`src/rtl/adam_aes_bus_driver.sv`:
```
// Bus initiator for the AES register peripheral. One accepted request becomes a
// fixed sequence of register accesses: configuration, eight key words, four block
// words, clearing a stale done event, start, polling for done, acknowledging it
// and reading back four result words. A poll timeout skips the acknowledge and
// read-back and returns a zero result flagged by out_timeout.
module adam_aes_bus_driver #(
  parameter int unsigned TIMEOUT_CYCLES = 4096,
  parameter int unsigned CNT_W          = 13
) (
  input  logic         clk,
  input  logic         reset_n,
  input  logic         in_valid,
  output logic         in_ready,
  input  logic         in_encdec,
  input  logic         in_keylen,
  input  logic [255:0] in_key,
  input  logic [127:0] in_block,
  output logic         out_valid,
  input  logic         out_ready,
  output logic [127:0] out_result,
  output logic         out_timeout,
  output logic         busy,
  output logic         bus_cs,
  output logic         bus_we,
  output logic [7:0]   bus_address,
  output logic [31:0]  bus_write_data,
  input  logic [31:0]  bus_read_data
);

  typedef enum logic [3:0] {
    S_IDLE,
    S_CFG,
    S_KEY,
    S_BLK,
    S_CLR0,
    S_START,
    S_WAIT,
    S_ACK,
    S_RES,
    S_DONE
  } state_t;

  localparam logic [7:0] ADDR_CTRL   = 8'h00;
  localparam logic [7:0] ADDR_CONFIG = 8'h08;
  localparam logic [7:0] ADDR_EVENT  = 8'h0C;
  localparam logic [7:0] ADDR_KEY    = 8'h14;
  localparam logic [7:0] ADDR_BLOCK  = 8'h18;
  localparam logic [7:0] ADDR_RESULT = 8'h1C;

  // Poll index of the last permitted WAIT read; only meaningful when a timeout is set.
  localparam logic [CNT_W-1:0] POLL_LAST = CNT_W'(TIMEOUT_CYCLES - 1);
  localparam logic [CNT_W-1:0] POLL_MAX  = '1;
  localparam bit               USE_TIMEOUT = (TIMEOUT_CYCLES != 0);

  state_t           state_q,    state_d;
  logic [2:0]       wordCnt_q,  wordCnt_d;
  logic [CNT_W-1:0] pollCnt_q,  pollCnt_d;
  logic [255:0]     key_q,      key_d;
  logic [127:0]     block_q,    block_d;
  logic             encdec_q,   encdec_d;
  logic             keylen_q,   keylen_d;
  logic [127:0]     result_q,   result_d;
  logic             timeout_q,  timeout_d;
  logic             outValid_q, outValid_d;
  logic             inReady_q,  inReady_d;
  logic             busCs_q,    busCs_d;
  logic             busWe_q,    busWe_d;
  logic [7:0]       busAddr_q,  busAddr_d;
  logic [31:0]      busWdata_q, busWdata_d;

  // Sequencing: next state, word/poll counters, request capture and result assembly.
  always_comb begin
    state_d   = state_q;
    wordCnt_d = wordCnt_q;
    pollCnt_d = pollCnt_q;
    key_d     = key_q;
    block_d   = block_q;
    encdec_d  = encdec_q;
    keylen_d  = keylen_q;
    result_d  = result_q;
    timeout_d = timeout_q;
    case (state_q)
      S_IDLE: begin
        if (in_valid && inReady_q) begin
          state_d   = S_CFG;
          key_d     = in_key;
          block_d   = in_block;
          encdec_d  = in_encdec;
          keylen_d  = in_keylen;
          result_d  = '0;
          timeout_d = 1'b0;
        end
      end
      S_CFG: begin
        state_d   = S_KEY;
        wordCnt_d = '0;
      end
      S_KEY: begin
        if (wordCnt_q == 3'd7) begin
          state_d   = S_BLK;
          wordCnt_d = '0;
        end else begin
          wordCnt_d = wordCnt_q + 3'd1;
        end
      end
      S_BLK: begin
        if (wordCnt_q == 3'd3) begin
          state_d = S_CLR0;
        end else begin
          wordCnt_d = wordCnt_q + 3'd1;
        end
      end
      S_CLR0: begin
        state_d = S_START;
      end
      S_START: begin
        state_d   = S_WAIT;
        pollCnt_d = '0;
      end
      S_WAIT: begin
        if (bus_read_data[0]) begin
          state_d = S_ACK;
        end else if (USE_TIMEOUT && (pollCnt_q == POLL_LAST)) begin
          state_d   = S_DONE;
          timeout_d = 1'b1;
          result_d  = '0;
        end else if (pollCnt_q != POLL_MAX) begin
          pollCnt_d = pollCnt_q + 1'b1;
        end
      end
      S_ACK: begin
        state_d   = S_RES;
        wordCnt_d = '0;
      end
      S_RES: begin
        result_d[{~wordCnt_q[1:0], 5'b0} +: 32] = bus_read_data;
        if (wordCnt_q == 3'd3) begin
          state_d = S_DONE;
        end else begin
          wordCnt_d = wordCnt_q + 3'd1;
        end
      end
      S_DONE: begin
        if (out_ready) begin
          state_d   = S_IDLE;
          result_d  = '0;
          timeout_d = 1'b0;
        end
      end
      default: begin
        state_d = S_IDLE;
      end
    endcase
  end

  // Bus command for the state being entered, so each access appears in its first cycle.
  always_comb begin
    busCs_d    = 1'b0;
    busWe_d    = 1'b0;
    busAddr_d  = '0;
    busWdata_d = '0;
    outValid_d = (state_d == S_DONE);
    inReady_d  = (state_d == S_IDLE);
    case (state_d)
      S_CFG: begin
        busCs_d    = 1'b1;
        busWe_d    = 1'b1;
        busAddr_d  = ADDR_CONFIG;
        busWdata_d = {30'b0, keylen_d, encdec_d};
      end
      S_KEY: begin
        busCs_d    = 1'b1;
        busWe_d    = 1'b1;
        busAddr_d  = ADDR_KEY;
        busWdata_d = key_d[{~wordCnt_d, 5'b0} +: 32];
      end
      S_BLK: begin
        busCs_d    = 1'b1;
        busWe_d    = 1'b1;
        busAddr_d  = ADDR_BLOCK;
        busWdata_d = block_d[{~wordCnt_d[1:0], 5'b0} +: 32];
      end
      S_CLR0, S_ACK: begin
        busCs_d    = 1'b1;
        busWe_d    = 1'b1;
        busAddr_d  = ADDR_EVENT;
        busWdata_d = 32'h1;
      end
      S_START: begin
        busCs_d    = 1'b1;
        busWe_d    = 1'b1;
        busAddr_d  = ADDR_CTRL;
        busWdata_d = 32'h3;
      end
      S_WAIT: begin
        busCs_d   = 1'b1;
        busAddr_d = ADDR_EVENT;
      end
      S_RES: begin
        busCs_d   = 1'b1;
        busAddr_d = ADDR_RESULT;
      end
      default: begin
        busCs_d = 1'b0;
      end
    endcase
  end

  // State and output registers; reset drops any operation in flight.
  always_ff @(posedge clk or negedge reset_n) begin
    if (!reset_n) begin
      state_q    <= S_IDLE;
      wordCnt_q  <= '0;
      pollCnt_q  <= '0;
      key_q      <= '0;
      block_q    <= '0;
      encdec_q   <= 1'b0;
      keylen_q   <= 1'b0;
      result_q   <= '0;
      timeout_q  <= 1'b0;
      outValid_q <= 1'b0;
      inReady_q  <= 1'b0;
      busCs_q    <= 1'b0;
      busWe_q    <= 1'b0;
      busAddr_q  <= '0;
      busWdata_q <= '0;
    end else begin
      state_q    <= state_d;
      wordCnt_q  <= wordCnt_d;
      pollCnt_q  <= pollCnt_d;
      key_q      <= key_d;
      block_q    <= block_d;
      encdec_q   <= encdec_d;
      keylen_q   <= keylen_d;
      result_q   <= result_d;
      timeout_q  <= timeout_d;
      outValid_q <= outValid_d;
      inReady_q  <= inReady_d;
      busCs_q    <= busCs_d;
      busWe_q    <= busWe_d;
      busAddr_q  <= busAddr_d;
      busWdata_q <= busWdata_d;
    end
  end

  assign in_ready       = inReady_q;
  assign out_valid      = outValid_q;
  assign out_result     = result_q;
  assign out_timeout    = timeout_q;
  assign busy           = (state_q != S_IDLE);
  assign bus_cs         = busCs_q;
  assign bus_we         = busWe_q;
  assign bus_address    = busAddr_q;
  assign bus_write_data = busWdata_q;

endmodule
```
`config.mk`:
```
export PLATFORM = sky130hd
export DESIGN_NAME = adam_aes_bus_driver
export DESIGN_NICKNAME = d
export VERILOG_FILES = /design/src/rtl/adam_aes_bus_driver.sv
export SDC_FILE = /design/constraint.sdc
export NUM_CORES = 1
export LEC_CHECK = 0
export BUFFER_PORTS_ARGS = -buffer_cell sky130_fd_sc_hd__buf_4
export CORE_ASPECT_RATIO = 1.1
export CORE_MARGIN = 5
export CORE_UTILIZATION = 45
export DETAILED_ROUTE_END_ITERATION = 10
export PLACE_DENSITY = 0.69
export SLEW_MARGIN = 20
export SYNTH_ARGS = -nofsm -noshare
export SYNTH_HDL_FRONTEND = slang
export SYNTH_SLANG_ARGS = --single-unit
```
`constraint.sdc`:
```
create_clock -name clk -period 3.6 [get_ports clk]
set_clock_uncertainty 0.05 [all_clocks]
set_input_delay 0.36 -clock clk [delete_from_list [all_inputs] [get_ports clk]]
set_output_delay 0.36 -clock clk [all_outputs]
set_load 0.05 [all_outputs]
```
==> impl_metrics.tcl <==
set metrics [dict create \
    outcome "complete, no violations" \
    pin_count 596 \
    cts_max_level 2 \
    crit_chain "ha_1, ha_1, buf_4, mux2i_1, a2bb2oi_1, o22a_4, inv_4, buf_4, a21oi_1, o21ai_0, o211ai_1, o2bb2ai_1" \
    syn_inst 2598 \
    gr-usage-all-layers_pct 32.7 \
    endpoint_kind "flop" \
    antenna_found_initial 9 \
    slew_headroom_pct 53.8 \
    first_pass_iters 6 \
    min_period_over_period_pct 95.9 \
    yosysWarnings 0 \
    overflow 0 \
    path_buf_inv 3 \
    first_iter_violations 2401 \
    core_sq_um 54800 \
    clock_latency_ns 0.63 \
    power.density_nw_per_um2 860 \
    cpMaxStageDelayCell "dfrtp_1" \
    vias 23600 \
    die_h_microns 257 \
    tightest_slew_ns 0.693 \
    chipWidth_microns 234 \
    io_buffers 590 \
    finalSetupViolCount 0 \
    top_layer_used "met5" \
    min_period_ns 3.45 \
    cts_root_buffer "clkbuf_16" \
    maxCapViolCount 0 \
    synth_flop_cell "dfrtp_1" \
    clk_pin_slew_worst_paths_ns 0.06 \
    numCtsBuffers 58 \
    wl_met2_mm 47.8 \
    gp_congestion 0.974 \
    place_hpwl_mm 68.5 \
    via_per_inst 5.48 \
    syn2layout_area_growth_pct 44.9 \
    dieArea_sq_um 60100 \
    layout_commonest_cell "nand2_1" \
    worstSetupStartpointType "flop" \
    ys_ff_latch 572 \
    num_rows 90 \
    async_flop_share_pct 100 \
    clock_path_buffers 3 \
    yosys.cell_types.count 55 \
    clock-sinks 572 \
    finalSetupTns_ns 0 \
    finalHoldViolCount 0 \
    leakage_nw 18.5 \
    seq_area_frac_synth_pct 57.5 \
    grt_pass1_vias 24500 \
    drive_gt1_share_pct 22.4 \
    nNetsFinal 3957 \
    wl_met1_mm 39.3 \
    grt_max_degree 133 \
    fmax_mhz 290 \
    cts_tree "yes" \
    post_drt_wl_per_cell_microns 23.4 \
    synth-edff-count 0 \
    routed-wl-met3_mm 8.36 \
    routed_wl_mm 101 \
    synth.top_cell.area_share_pct 57.5 \
    start_util_pct 45.4 \
    crit_family "compound AO/OA/AOI/OAI gates" \
    syn_area_sq_um 24900 \
    layout_common_cells "nand2_1, buf_4, dfrtp_1" \
    ir_worst_vdd_mv 0.605 \
    drc 0 \
    grt_setup_unrepaired "false" \
    avgSynthCellArea_sq_um 9.58 \
    antenna_left 0 \
    postCtsSetupBuffers 0 \
    cp_data_arrival_time_ns 3.89 \
    synthTopCellsByArea "dfrtp_1, nand2_1, mux2i_1" \
    required_ns 4.04 \
    hold_class "input port to flop" \
    slowest_delay_ns 0.48 \
    holdWs_ns 0.0147 \
    critPathKind "flop to flop" \
    fill_cells 4124 \
    path_max_fanout 28 \
    yosys.area.top_type "dfrtp_1" \
    grt_pass1_wl_mm 151 \
    drv_slew 0 \
]
layer usage:
| metal | up-vias | track usage (%) |
|---|---|---|
| li1 | 10500 | - |
| met1 | 11500 | 42.9 |
| met2 | 1305 | 52.2 |
| met3 | 279 | 6.31 |
| met4 | 2 | 15.6 |
| met5 | - | 0 |
worst paths after layout:
path,startpoint,to,slack [ns],cells past startpoint
worst max-delay path,wordCnt_q[0],bus_write_data[25],0.15,12
worst min-delay path,in_key[80],key_q[80],0.01,3
worst max register to register,wordCnt_q[0],bus_write_data[25],0.15,12
worst min register to register,block_q[71],block_q[71],0.42,2
max in group asynchronous,reset_n,block_q[35],2.16,3
min in group asynchronous,reset_n,key_q[90],0.24,2
registers in the layout, summed over array words and instances (netlist names):
signal / count
key_q: 256
block_q: 128
pollCnt_q: 13
out_timeout: 1
wordCnt_q: 3
bus_write_data: 32
in_ready: 1
bus_address: 3
out_result: 128
state_q: 4
bus_we: 1
out_valid: 1
bus_cs: 1
per-stage QoR:
stage / setup WS, ns / total power [mW] / instance area [sq um] / utilization, % / cells
global placement: 0.175 / 24.1 / 30200 / 55.1 / 3810
global route: 0.0346 / 32.5 / 36100 / 65.8 / 4313
floorplan: 0.688 / 18.9 / 24900 / - / 2602
CTS: 0.0238 / 30.8 / 36000 / 65.7 / 4303
finish: 0.148 / 31.0 / 36100 / 65.8 / 4314
detailed placement: 0.0697 / 24.4 / 30200 / 55.1 / 3810
cell type report:
class / count / area (sq um) / share of cell area, %
clock inverters: 16 / 210 / 0.583
repair buffers: 1043 / 9070 / 25.1
multi-input cells: 1836 / 9800 / 27.2
well taps: 736 / 921 / 2.55
flip-flops and latches: 572 / 14300 / 39.7
clock buffers: 87 / 1670 / 4.63
inverters: 15 / 58.8 / 0.163
diodes: 9 / 22.5 / 0.0625
power breakdown:
part	switching [mW]	internal, mW	leakage (nW)
Clock	2.57	3.48	0.912
Combinational	9.76	5.57	10.2
Sequential	0.847	8.80	7.37
synth_stat cells, drive strengths merged, types with 3 or more instances:
cell type	instances
nand2	1139
inv	15
a21oi	136
nand4	5
buf	81
o2bb2ai	30
xor2	7
nor4	5
o21a	5
nor2b	4
ha	9
nor3	5
o211ai	36
nand3	8
dfrtp	572
mux2i	132
nor2	28
mux2	41
o21ai	43
a221oi	32
a22o	128
clkbuf	98
nand2b	3
and3	7
timing repair:
item | CTS | global route
resized for setup | 0 | 1
endpoints found under the hold margin | 536 | 2
hold buffers | 390 | 2
setup endpoints to repair | 0 | 9
tightest hold or removal path: cells and delay by family:
kind	cells	cell delay, ns
buffers and inverters	1	0.08
AND/OR/NAND/NOR	2	0.21
kinds of logic (layout without fill, tap and decap cells):
family / after synthesis / count (layout) / synth area share (%)
AO/OA/AOI/OAI: 422 / 422 / 12.0
XOR/XNOR: 9 / 9 / 0.317
adder cells (fa/ha/maj): 10 / 10 / 0.493
buffers and inverters: 194 / 1161 / 3.59
flip-flops: 572 / 572 / 57.5
multiplexers: 173 / 173 / 7.16
other: 1 / 14 / 0.0151
AND/OR/NAND/NOR: 1217 / 1217 / 18.9
Note: power is estimated with default switching activity, not from simulation.
